==> src/rtl/bram_result_reader_pkg.sv <==
// bram_result_reader_pkg: FSM state encoding and row/lane geometry shared by the reader and its unpacker.
package bram_result_reader_pkg;

    typedef enum logic [2:0] {
        IDLE,
        REQ,
        CAPT,
        SEND,
        DONE
    } state_t;

    localparam int LANES  = 4;
    localparam int LANE_W = $clog2(LANES);

endpackage

==> src/rtl/row_unpacker.sv <==
// row_unpacker: holds one BRAM row and streams it out MSB lane first over a valid/ready handshake.
module row_unpacker
    import bram_result_reader_pkg::*;
#(
    parameter int DWIDTH    = 64,
    parameter int OUT_WIDTH = 16
) (
    input  logic                 clk,
    input  logic                 reset_n,
    input  logic                 load,
    input  logic [DWIDTH-1:0]    row,
    input  logic                 send,
    input  logic                 last_row,
    input  logic                 m_ready,
    output logic                 m_valid,
    output logic [OUT_WIDTH-1:0] m_data,
    output logic                 m_last,
    output logic                 row_done
);

    logic [DWIDTH-1:0] row_buf;
    logic [LANE_W-1:0] lane;
    logic              last_lane;

    always_ff @(posedge clk or negedge reset_n) begin
        if (!reset_n) begin
            row_buf <= '0;
            lane    <= '0;
        end else if (load) begin
            row_buf <= row;
            lane    <= '0;
        end else if (m_valid && m_ready) begin
            lane    <= lane + LANE_W'(1);
        end
    end

    // lane 0 sits in the top bits of the row
    assign last_lane = lane == LANE_W'(LANES - 1);
    assign m_valid   = send;
    assign m_data    = row_buf[DWIDTH - 1 - int'(lane) * OUT_WIDTH -: OUT_WIDTH];
    assign m_last    = send && last_row && last_lane;
    assign row_done  = send && m_ready && last_lane;

endmodule

==> src/rtl/bram_result_reader.sv <==
// bram_result_reader: reads run_count rows from BRAM1 one at a time and streams each row as four result words.
module bram_result_reader
    import bram_result_reader_pkg::*;
#(
    parameter int CNT_BIT   = 31,
    parameter int DWIDTH    = 64,
    parameter int AWIDTH    = 8,
    parameter int OUT_WIDTH = 16
) (
    input  logic                 clk,
    input  logic                 reset_n,
    input  logic                 start_run_i,
    input  logic [CNT_BIT-1:0]   run_count_i,
    input  logic [DWIDTH-1:0]    q_b1_i,
    output logic [AWIDTH-1:0]    addr_b1_o,
    output logic                 ce_b1_o,
    output logic                 we_b1_o,
    output logic [DWIDTH-1:0]    d_b1_o,
    output logic                 m_valid_o,
    input  logic                 m_ready_i,
    output logic [OUT_WIDTH-1:0] m_data_o,
    output logic                 m_last_o,
    output logic                 idle_o,
    output logic                 run_o,
    output logic                 done_o
);

    state_t             state, state_nx;
    logic [CNT_BIT-1:0] run_count, row_cnt;
    logic               row_done, last_row;

    assign last_row = row_cnt + CNT_BIT'(1) == run_count;

    always_ff @(posedge clk or negedge reset_n) begin
        if (!reset_n)
            state <= IDLE;
        else
            state <= state_nx;
    end

    always_ff @(posedge clk or negedge reset_n) begin
        if (!reset_n) begin
            run_count <= '0;
            row_cnt   <= '0;
        end else if (state == IDLE && start_run_i) begin
            run_count <= run_count_i;
            row_cnt   <= '0;
        end else if (row_done) begin
            row_cnt   <= row_cnt + CNT_BIT'(1);
        end
    end

    always_comb begin
        state_nx = state;
        case (state)
            IDLE:    state_nx = !start_run_i ? IDLE : (run_count_i == '0 ? DONE : REQ);
            REQ:     state_nx = CAPT;
            CAPT:    state_nx = SEND;
            SEND:    state_nx = !row_done ? SEND : (last_row ? DONE : REQ);
            DONE:    state_nx = IDLE;
            default: state_nx = IDLE;
        endcase
    end

    always_comb begin
        ce_b1_o = state == REQ;
        idle_o  = state == IDLE;
        run_o   = state == REQ || state == CAPT || state == SEND;
        done_o  = state == DONE;
    end

    // the address is the low bits of the row counter, so it wraps while the count keeps going
    assign addr_b1_o = ce_b1_o ? row_cnt[AWIDTH-1:0] : '0;
    assign we_b1_o   = 1'b0;
    assign d_b1_o    = '0;

    row_unpacker #(
        .DWIDTH   (DWIDTH),
        .OUT_WIDTH(OUT_WIDTH)
    ) u_row_unpacker (
        .clk     (clk),
        .reset_n (reset_n),
        .load    (state == CAPT),
        .row     (q_b1_i),
        .send    (state == SEND),
        .last_row(last_row),
        .m_ready (m_ready_i),
        .m_valid (m_valid_o),
        .m_data  (m_data_o),
        .m_last  (m_last_o),
        .row_done(row_done)
    );

endmodule

==> config.mk <==
export PLATFORM = sky130hd
export DESIGN_NAME = bram_result_reader
export DESIGN_NICKNAME = d
export VERILOG_FILES = /design/src/rtl/bram_result_reader_pkg.sv /design/src/rtl/row_unpacker.sv /design/src/rtl/bram_result_reader.sv
export SDC_FILE = /design/constraint.sdc
export NUM_CORES = 1
export LEC_CHECK = 0
export CORE_MARGIN = 3
export CORE_UTILIZATION = 30
export CTS_CLUSTER_DIAMETER = 40
export DETAILED_ROUTE_END_ITERATION = 10
export MAX_ROUTING_LAYER = met4
export PLACE_DENSITY_LB_ADDON = 0.15
export SYNTH_ARGS = -nofsm -noshare
export SYNTH_HDL_FRONTEND = slang
export SYNTH_HIERARCHICAL = 1
export SYNTH_SLANG_ARGS = --single-unit
export TNS_END_PERCENT = 50
==> constraint.sdc <==
create_clock -name clk -period 3.15 [get_ports clk]
set_input_delay 0.63 -clock clk [delete_from_list [all_inputs] [get_ports clk]]
set_output_delay 0.63 -clock clk [all_outputs]
set_load 0.01 [all_outputs]
==> results of run 1 <==
## power by group through the flow
stage	sequential, mW	clock [mW]	combinational (mW)
global placement	2.65	0	2.91
finish	2.65	1.96	3.10
global route	2.74	2.10	3.36
floorplan	2.51	0	1.97
CTS	2.67	2.02	3.09
detailed placement	2.69	0	2.95
## flip-flops by register name, summed over array words and instances, names as in the netlist
name,flops
run_count,31
row_cnt,31
u_row_unpacker/row_buf,64
u_row_unpacker/lane,2
state,3
## worst max-delay path: cells and delay by family (launching register included)
kind | cells | cell delay, ns
buffers and inverters | 3 | 0.42
flip-flops | 1 | 0.44
AO/OA/AOI/OAI | 3 | 0.65
AND/OR/NAND/NOR | 4 | 0.77
## per-stage QoR
| step | area, um^2 | TNS [ns] | instances |
|---|---|---|---|
| CTS | 10300 | -0.200 | 1216 |
| global route | 10500 | -0.343 | 1225 |
| detailed placement | 9610 | -0.400 | 1176 |
| finish | 10500 | -0.208 | 1225 |
| global placement | 9610 | -0.399 | 1176 |
| floorplan | 7910 | 0 | 730 |
## cells by family (layout without fill, tap and decap cells)
group	Yosys count	in the layout	share of synthesized area
DFF	131	131	0.427
and+or+nand+nor	191	191	0.144
muxes	112	112	0.191
AOI/OAI and AO/OA	45	45	0.0439
other	1	65	0.000489
buffers and inverters	112	283	0.108
xor gates and xnor gates	72	72	0.0822
adders and majority gates	2	2	0.00326
## timing repair
action,4_1_cts,5_1_grt
hold endpoints to repair,0,0
endpoints found under the setup margin,1,1
gates resized for setup,30,16
setup buffers,8,9
pin swaps,14,10
## area by class of cell
cell class | instances | share of cell area
multi-input combinational | 487 | 0.378
sequential | 131 | 0.313
timing repair buffer | 246 | 0.213
clock buffer | 17 | 0.0405
tap | 324 | 0.0386
clock inverter | 15 | 0.0150
inverter | 5 | 0.00179
## per-layer routing
layer  wire, um  global-route usage  vias up
met2      10400               0.263      154
met5          0                   -        -
met3       1470              0.0536       17
li1           -                   -     2713
met4        286              0.0427        0
met1       9260               0.197     2801
## worst max-delay path by stage
stage,start,end,slack [ns],cells after the start
after floorplan,row_cnt[1]$_DFFE_PN0P_,m_last_o,0.25,10
after global placement,row_cnt[0]$_DFFE_PN0P_,m_last_o,-0.40,10
after detailed placement,row_cnt[1]$_DFFE_PN0P_,m_last_o,-0.40,9
after CTS,row_cnt[1]$_DFFE_PN0P_,m_last_o,-0.20,9
after global routing,row_cnt[1]$_DFFE_PN0P_,m_last_o,-0.34,11
final,row_cnt[3]$_DFFE_PN0P_,m_last_o,-0.21,10
## synthesized netlist by cell type, types with 3 or more instances
library cell,count
dfrtp_1,131
mux2_2,94
buf_4,73
nor2_1,45
xnor2_1,40
xor2_1,32
nand2_1,24
nand4_1,19
nand3_1,17
nor3_1,15
nor4_1,15
and2_1,12
clkbuf_1,12
a21oi_1,10
and3_1,10
buf_6,10
buf_2,8
mux4_1,8
mux4_2,8
o21ai_0,7
inv_1,5
or3_1,5
and3_2,4
and4_1,4
clkbuf_8,3
nand3b_1,3
o41ai_1,3
or4_1,3
==> run_results.csv, run 1 <==
group,metric,value,unit
placed_design,io_buffers,128,
route,dr.pass1.iters,4,
critical_path,setup.worst_path.class,"reg -> out",
route,drt-total-wl,21500,um
die,ios,194,
route,drtAntennaViolNets,0,
power_and_ir_drop,power_density,735,nW/um^2
final_layout,multi_input_area,3970,um^2
route,drt_iter0_markers,254,
critical_path,reg2reg_depth,9,
critical_path,cp_cell_sequence,"buf_4, and4_4, buf_4, a41oi_1, o31ai_1, a32oi_2, nand4_1, nor3_2, and3_1, buf_6",
timing,setup-violations-final,1,
power_and_ir_drop,ir_drop,0.000373,V
timing,hold_slack,0.163,ns
global_route,grt_max_degree,75,
final_layout,final_layout_size_suffix_gt1_frac,0.340,
clock_tree,clkSlewWorstSetupHoldPaths,0.07,ns
clock_tree,root_buffer,"clkbuf_16",
synth,synthFlopType,"dfrtp_1",
timing,rsz0062_at_grt,"yes",
final_layout,register_area,3290,um^2
final_layout,layout.cells.most_common,"clkdlybuf4s50_1",
clock_tree,cts_sinks,131,
flow_run,drv_cap,0,
final_layout,fin_nets,989,
timing,min_period,3.36,ns
synth,ys_seq_area_frac,0.427,
critical_path,endpoint_kind,"output port",
global_route,first_global_vias,6152,
final_layout,final_util,0.424,
timing,fin_skew,0.0132,ns
critical_path,r2r_end,"state[2]$_DFF_PN0_",
critical_path,reg2reg_from,"row_cnt[1]$_DFFE_PN0P_",
power_and_ir_drop,p_total,7.71,mW
final_layout,layout_common_cells,"126 x clkdlybuf4s50_1, 124 x dfrtp_1, 110 x buf_4",
synth,yosys.area.top_type_share,0.427,
critical_path,required,2.52,ns
power_and_ir_drop,power_leakage,4.64,nW
route,route.detailed.drc,0,
synth,syn_inst,666,
synth,syn_avg_cell_area,11.5,um^2
synth,synth_edf_count,0,
placed_design,gp_congestion,0.852,
synth,ys_top_cells_by_area,"dfrtp_1 43%, mux2_2 14%, buf_4 7.1%",
route,routedWlPerCell,17.5,um
power_and_ir_drop,clkPwrFrac,0.254,
timing,setup_ws,-0.208,ns
global_route,overflow,0,
run_status,violations,"setup timing",
final_layout,nFillCells,2354,
power_and_ir_drop,pwr-share-comb,0.402,
die,dieWidth,166,um
synth,ys_ff_latch,131,
critical_path,start_kind,"register",
power_and_ir_drop,p_int,5.16,mW
critical_path,slowest_delay,0.44,ns
route,routed_via_density,4.64,
power_and_ir_drop,p_sw,2.55,mW
hold_path,min_path_type,"in -> async",
synth,async_flop_share,1.00,
final_layout,syn_to_final_growth,36.8,%
route,num_vias,5685,
placed_design,dp_hpwl,16400,um
timing,slew_violations,0,
final_layout,antenna_cells,0,
global_route,grt_pass1_wl,34600,um
global_route,antenna_found_initial,0,
critical_path,cpMostUsedCell,"buf_4",
clock_tree,hold_buffers,0,
die,chipHeight,166,um
critical_path,worst-r2r-setup-slack,0.33,ns
power_and_ir_drop,p_sw_frac,0.331,
die,start_util,0.310,
critical_path,crit_arrival,2.73,ns
clock_tree,cts_tree,"done",
power_and_ir_drop,p_seq_frac,0.344,
timing,worstMarginPinSlew,0.841,ns
die,die_area,27500,um^2
clock_tree,clk_latency,0.43,ns
timing,relSlewSlack,0.439,
critical_path,crit_slowest_cell,"dfrtp_2",
run_status,status,"finished with violations",
timing,hold_violations,0,
synth,ys_warn_count,6,
die,rows,57,
critical_path,crit_path_max_fanout,6,
synth,yosys.cell_types.count,63,
die,coreArea,24700,um^2
global_route,grt_use_total,0.163,
clock_tree,h-tree-depth,4,
clock_tree,cts_inserted_buffers,17,
clock_tree,clk_path_buf_depth,2,
synth,synth_area,7670,um^2
timing,period_share,1.07,
placed_design,pre_cts_slack,-0.400,ns
timing,max_freq,0.298,GHz
synth,yosys.area.top_type,"dfrtp_1",
No activity file was read; power rests on OpenSTA's default activity.
==> run 2: changes to the inputs <==
==> constraint.sdc (replaced) <==
create_clock -name clk -period 3.9 [get_ports clk]
set_input_delay 0.78 -clock clk [delete_from_list [all_inputs] [get_ports clk]]
set_output_delay 0.78 -clock clk [all_outputs]
set_load 0.01 [all_outputs]
==> run_results.csv, run 2 (synthesized netlist as in run 1, its figures left out) <==
group,metric,value,unit
route,dr.pass1.iters,4,
power_and_ir_drop,p_int,4.11,mW
placed_design,io_buffers,128,
critical_path,reg2reg_from,"row_cnt[1]$_DFFE_PN0P_",
final_layout,largest_reg_flops,64,
critical_path,start_kind,"register",
power_and_ir_drop,ir_drop,0.000323,V
clock_tree,clkSlewWorstSetupHoldPaths,0.07,ns
die,die_area,27500,um^2
route,drt_iter0_markers,223,
global_route,first_global_vias,6002,
timing,worstMarginPinSlew,0.877,ns
route,route.detailed.drc,0,
critical_path,crit_slowest_cell,"dfrtp_1",
global_route,antenna_found_initial,0,
final_layout,fin_cells,1143,
hold_path,min_path_type,"in -> async",
critical_path,setup.worst_path.class,"reg -> out",
global_route,grt_use_total,0.156,
critical_path,crit_path_max_fanout,9,
critical_path,slowest_delay,0.53,ns
die,ios,194,
timing,relSlewSlack,0.415,
clock_tree,cts_inserted_buffers,17,
route,routedWlPerCell,18.0,um
final_layout,fin_nets,907,
timing,fin_skew,0.00934,ns
clock_tree,h-tree-depth,4,
clock_tree,clk_latency,0.42,ns
die,dieWidth,166,um
final_layout,final_layout_size_suffix_gt1_frac,0.258,
final_layout,nFillCells,2392,
final_layout,layout_common_cells,"127 x dfrtp_1, 126 x clkdlybuf4s50_1, 94 x mux2_2",
die,start_util,0.310,
timing,rsz0062_at_grt,"no",
timing,max_freq,0.277,GHz
final_layout,finalInstanceArea,9770,um^2
final_layout,final_util,0.395,
placed_design,dp_cells,1102,
clock_tree,clk_path_buf_depth,2,
die,coreArea,24700,um^2
power_and_ir_drop,p_sw_frac,0.321,
route,drtAntennaViolNets,0,
global_route,overflow,0,
timing,setup-violations-final,0,
critical_path,crit_arrival,2.82,ns
placed_design,pre_cts_slack,0.0910,ns
critical_path,cp_cell_sequence,"and4_1, and3_2, a311oi_1, a31oi_1, a2111o_1, nor3_2, and3_1, clkbuf_2",
power_and_ir_drop,power_density,621,nW/um^2
placed_design,gp_congestion,0.886,
final_layout,syn_to_final_growth,27.3,%
power_and_ir_drop,p_total,6.06,mW
final_layout,layout.cells.most_common,"dfrtp_1",
timing,slew_violations,0,
placed_design,dp_hpwl,15400,um
power_and_ir_drop,p_seq_frac,0.351,
timing,hold_violations,0,
power_and_ir_drop,pwr-share-comb,0.378,
timing,fin_tns_setup,0,ns
global_route,grt_max_degree,91,
power_and_ir_drop,clkPwrFrac,0.270,
critical_path,endpoint_kind,"output port",
clock_tree,root_buffer,"clkbuf_16",
final_layout,antenna_cells,0,
clock_tree,cts_tree,"done",
route,wl_met3,1400,um
route,drt-total-wl,20600,um
final_layout,top_register,"u_row_unpacker/row_buf",
die,rows,57,
power_and_ir_drop,p_sw,1.95,mW
critical_path,cp-startpoint,"row_cnt[18]$_DFFE_PN0P_",
timing,period_share,0.924,
timing,min_period,3.60,ns
critical_path,required,3.12,ns
power_and_ir_drop,power_leakage,4.17,nW
route,routed_via_density,4.72,
route,dr.max_layer_used,"met4",
route,met2_wirelength,10200,um
timing,hold_slack,0.432,ns
route,num_vias,5394,
global_route,grt_pass1_wl,33200,um
timing,setup_ws,0.296,ns
die,chipHeight,166,um
run_status,status,"complete, no violations",
flow_run,drv_cap,0,
placed_design,place_area,9020,um^2
clock_tree,cts_sinks,131,
final_layout,reg.largest.list,"u_row_unpacker/row_buf x64, row_cnt x31, run_count x31",
route,routedLengthMet1,8760,um
[run 2: cell types whose count changed in the layout (fill, tap and decap cells not counted), moves of 4 or more]
| cell | before | now |
|---|---|---|
| buf_6 | 6 | 1 |
| xnor2_2 | 4 | 0 |
| xnor2_1 | 36 | 40 |
| buf_4 | 110 | 33 |
[run 2: cell type report]
type | count | area, um^2 | area share
multi-input cells | 487 | 3880 | 0.397
flip-flops and latches | 131 | 3280 | 0.336
repair buffers | 164 | 1590 | 0.162
clock inverters | 15 | 173 | 0.0177
inverters | 5 | 18.8 | 0.00192
well taps | 324 | 405 | 0.0415
clock buffers | 17 | 425 | 0.0435
[run 2: power by group through the flow]
stage	Combinational, mW	Clock (mW)	Sequential (mW)
floorplan	1.59	0	2.03
global placement	2.27	0	2.13
detailed placement	2.30	0	2.16
CTS	2.32	1.68	2.14
global route	2.50	1.76	2.19
finish	2.29	1.64	2.13
[run 2: worst max-delay path, delay by kind of cell, from the launching register on]
family / cells / cell delay (ns)
flops: 1 / 0.53
compound gates: 3 / 0.79
buf+inv: 1 / 0.15
simple gates: 4 / 0.93
[run 2: layer usage]
layer  up-vias  track usage
li1       2535            -
met1      2692        0.185
met2       149        0.255
met3        18       0.0531
met4         0       0.0394
met5         -            -
[run 2: timing repair]
action                     CTS  global route
gates resized for setup     11             7
hold buffers                 0             0
setup endpoints to repair    1             1
setup buffers                2             7
pin swaps                    5             3
[run 2: final timing paths]
check	depth (start not counted)	slack, ns	endpoint
min	1	0.43	row_cnt[18]$_DFFE_PN0P_
max in group asynchronous	2	2.72	row_cnt[11]$_DFFE_PN0P_
max	8	0.30	m_last_o
min in group clk	1	0.50	u_row_unpacker/row_buf[44]$_DFFE_PN0P_
min reg2reg	1	0.50	u_row_unpacker/row_buf[44]$_DFFE_PN0P_
max reg2reg	10	1.01	state[0]$_DFF_PN0_
==> run 3: changes to the inputs <==
--- a/config.mk
+++ b/config.mk
@@ -9,6 +9,7 @@
 export CORE_UTILIZATION = 30
 export CTS_CLUSTER_DIAMETER = 40
 export DETAILED_ROUTE_END_ITERATION = 10
+export DONT_BUFFER_PORTS = 1
 export MAX_ROUTING_LAYER = met4
 export PLACE_DENSITY_LB_ADDON = 0.15
 export SYNTH_ARGS = -nofsm -noshare
==> run_results.csv, run 3 (synthesized netlist as in run 1, its figures left out) <==
group,metric,value,unit
run_status,status,"complete, no violations",
critical_path,endpoint_kind,"output port",
critical_path,crit_arrival,2.96,ns
power_and_ir_drop,ir_drop,0.000310,V
timing,setup_ws,0.157,ns
timing,fin_skew,0.0110,ns
placed_design,dp_hpwl,14200,um
die,chipHeight,166,um
die,die_area,27500,um^2
global_route,grt_pass1_wl,30400,um
final_layout,layout_common_cells,"125 x dfrtp_1, 94 x mux2_2, 65 x conb_1",
global_route,overflow,0,
flow_run,drv_cap,0,
global_route,grt_use_total,0.143,
global_route,grt_max_degree,132,
critical_path,reg2reg_from,"row_cnt[1]$_DFFE_PN0P_",
power_and_ir_drop,power_density,668,nW/um^2
die,rows,57,
power_and_ir_drop,p_total,5.56,mW
clock_tree,cts_inserted_buffers,17,
timing,min_period,3.74,ns
placed_design,pre_cts_slack,0.230,ns
die,dieWidth,166,um
timing,slew_violations,0,
critical_path,worst-r2r-setup-slack,0.93,ns
clock_tree,cts_tree,"done",
critical_path,cp-startpoint,"row_cnt[1]$_DFFE_PN0P_",
timing,hold_violations,0,
route,dr.pass1.iters,4,
timing,period_share,0.960,
final_layout,largest_reg_flops,64,
critical_path,crit_path_max_fanout,8,
placed_design,io_buffers,0,
critical_path,r2r_end,"state[0]$_DFF_PN0_",
route,drtAntennaViolNets,0,
final_layout,nFillCells,2470,
critical_path,setup.worst_path.class,"reg -> out",
hold_path,min_path_type,"in -> async",
final_layout,finalInstanceArea,8320,um^2
placed_design,place_area,7610,um^2
route,routed_via_density,4.92,
critical_path,reg2reg_depth,10,
clock_tree,root_buffer,"clkbuf_16",
power_and_ir_drop,power_leakage,3.56,nW
final_layout,final_util,0.336,
final_layout,fin_nets,759,
final_layout,layout.cells.most_common,"dfrtp_1",
die,coreArea,24700,um^2
final_layout,reg.largest.list,"u_row_unpacker/row_buf x64, row_cnt x31, run_count x31",
timing,relSlewSlack,0.440,
die,ios,194,
timing,max_freq,0.267,GHz
placed_design,gp_congestion,0.841,
final_layout,syn_to_final_growth,8.50,%
timing,setup-violations-final,0,
clock_tree,clk_path_buf_depth,2,
route,drt_iter0_markers,233,
critical_path,required,3.12,ns
global_route,antenna_found_initial,6,
timing,worstMarginPinSlew,0.840,ns
route,route.detailed.drc,0,
global_route,first_global_vias,5272,
route,routedWlPerCell,19.3,um
clock_tree,cts_sinks,131,
die,start_util,0.310,
final_layout,final_layout_size_suffix_gt1_frac,0.282,
route,num_vias,4929,
critical_path,start_kind,"register",
clock_tree,clkSlewWorstSetupHoldPaths,0.07,ns
route,drt-total-wl,19300,um
clock_tree,clk_latency,0.42,ns
final_layout,top_register,"u_row_unpacker/row_buf",
clock_tree,h-tree-depth,4,
==> run 3: cell types whose count changed in the layout (fill, tap and decap cells not counted), moves of 2 or more <==
cell,change
dfrtp_2,+2
diode_2,+6
buf_4,-18
buf_12,-2
dfrtp_1,-2
clkdlybuf4s50_1,-126
clkinvlp_4,+2
==> run 3: area by class of cell <==
cell class	count	area, um^2	area share
multi-input cells	487	3870	0.465
flip-flops and latches	131	3290	0.395
clock buffers	17	425	0.0511
well taps	324	405	0.0487
clock inverters	15	171	0.0206
repair buffers	16	133	0.0159
inverters	5	18.8	0.00225
diodes	6	15.0	0.00180
==> run 3: how the worst max path moves through the flow <==
stage,cells past startpoint,endpoint,slack [ns]
final,9,m_last_o,0.16
after global routing,9,m_last_o,-0.03
after CTS,7,m_last_o,0.006
after detailed placement,8,m_last_o,0.23
after global placement,8,m_last_o,0.32
after floorplan,10,m_last_o,0.85
==> run 3: per-layer routing <==
metal,global-route usage,routed length [um],vias to the layer above
li1,-,-,2250
met1,0.156,7430,2460
met2,0.235,9610,194
met3,0.0628,1810,25
met4,0.0463,439,0
met5,-,0,-
==> run 3: worst max-delay path, stage by stage, from the launching register on <==
cell,delay [ns]
dfrtp_2,0.43
ha_4,0.21
nand4_4,0.22
buf_4,0.24
nor4_4,0.28
and3_1,0.21
a31oi_1,0.08
a2111o_1,0.40
nor3_2,0.21
and3_2,0.26
==> run 3: metrics by stage <==
stage	cells	setup TNS [ns]	hold WS (ns)
2_1_floorplan	730	0	0.472
3_3_place_gp	958	0	0.484
3_5_place_dp	958	0	0.492
4_1_cts	990	0	0.0381
5_1_grt	1001	-0.0267	0.0322
6_report	1001	0	0.0578
==> run 3: timing repair <==
action,CTS,global route
gates cloned,0,0
resized for setup,5,11
pin swaps,2,2
setup endpoints to repair,1,1
hold buffers,0,0
setup buffers,0,5
==> run 3: power breakdown <==
part | internal [mW] | switching [mW]
Sequential | 1.83 | 0.335
Combinational | 0.933 | 0.837
Clock | 0.960 | 0.664
Total | 3.72 | 1.84
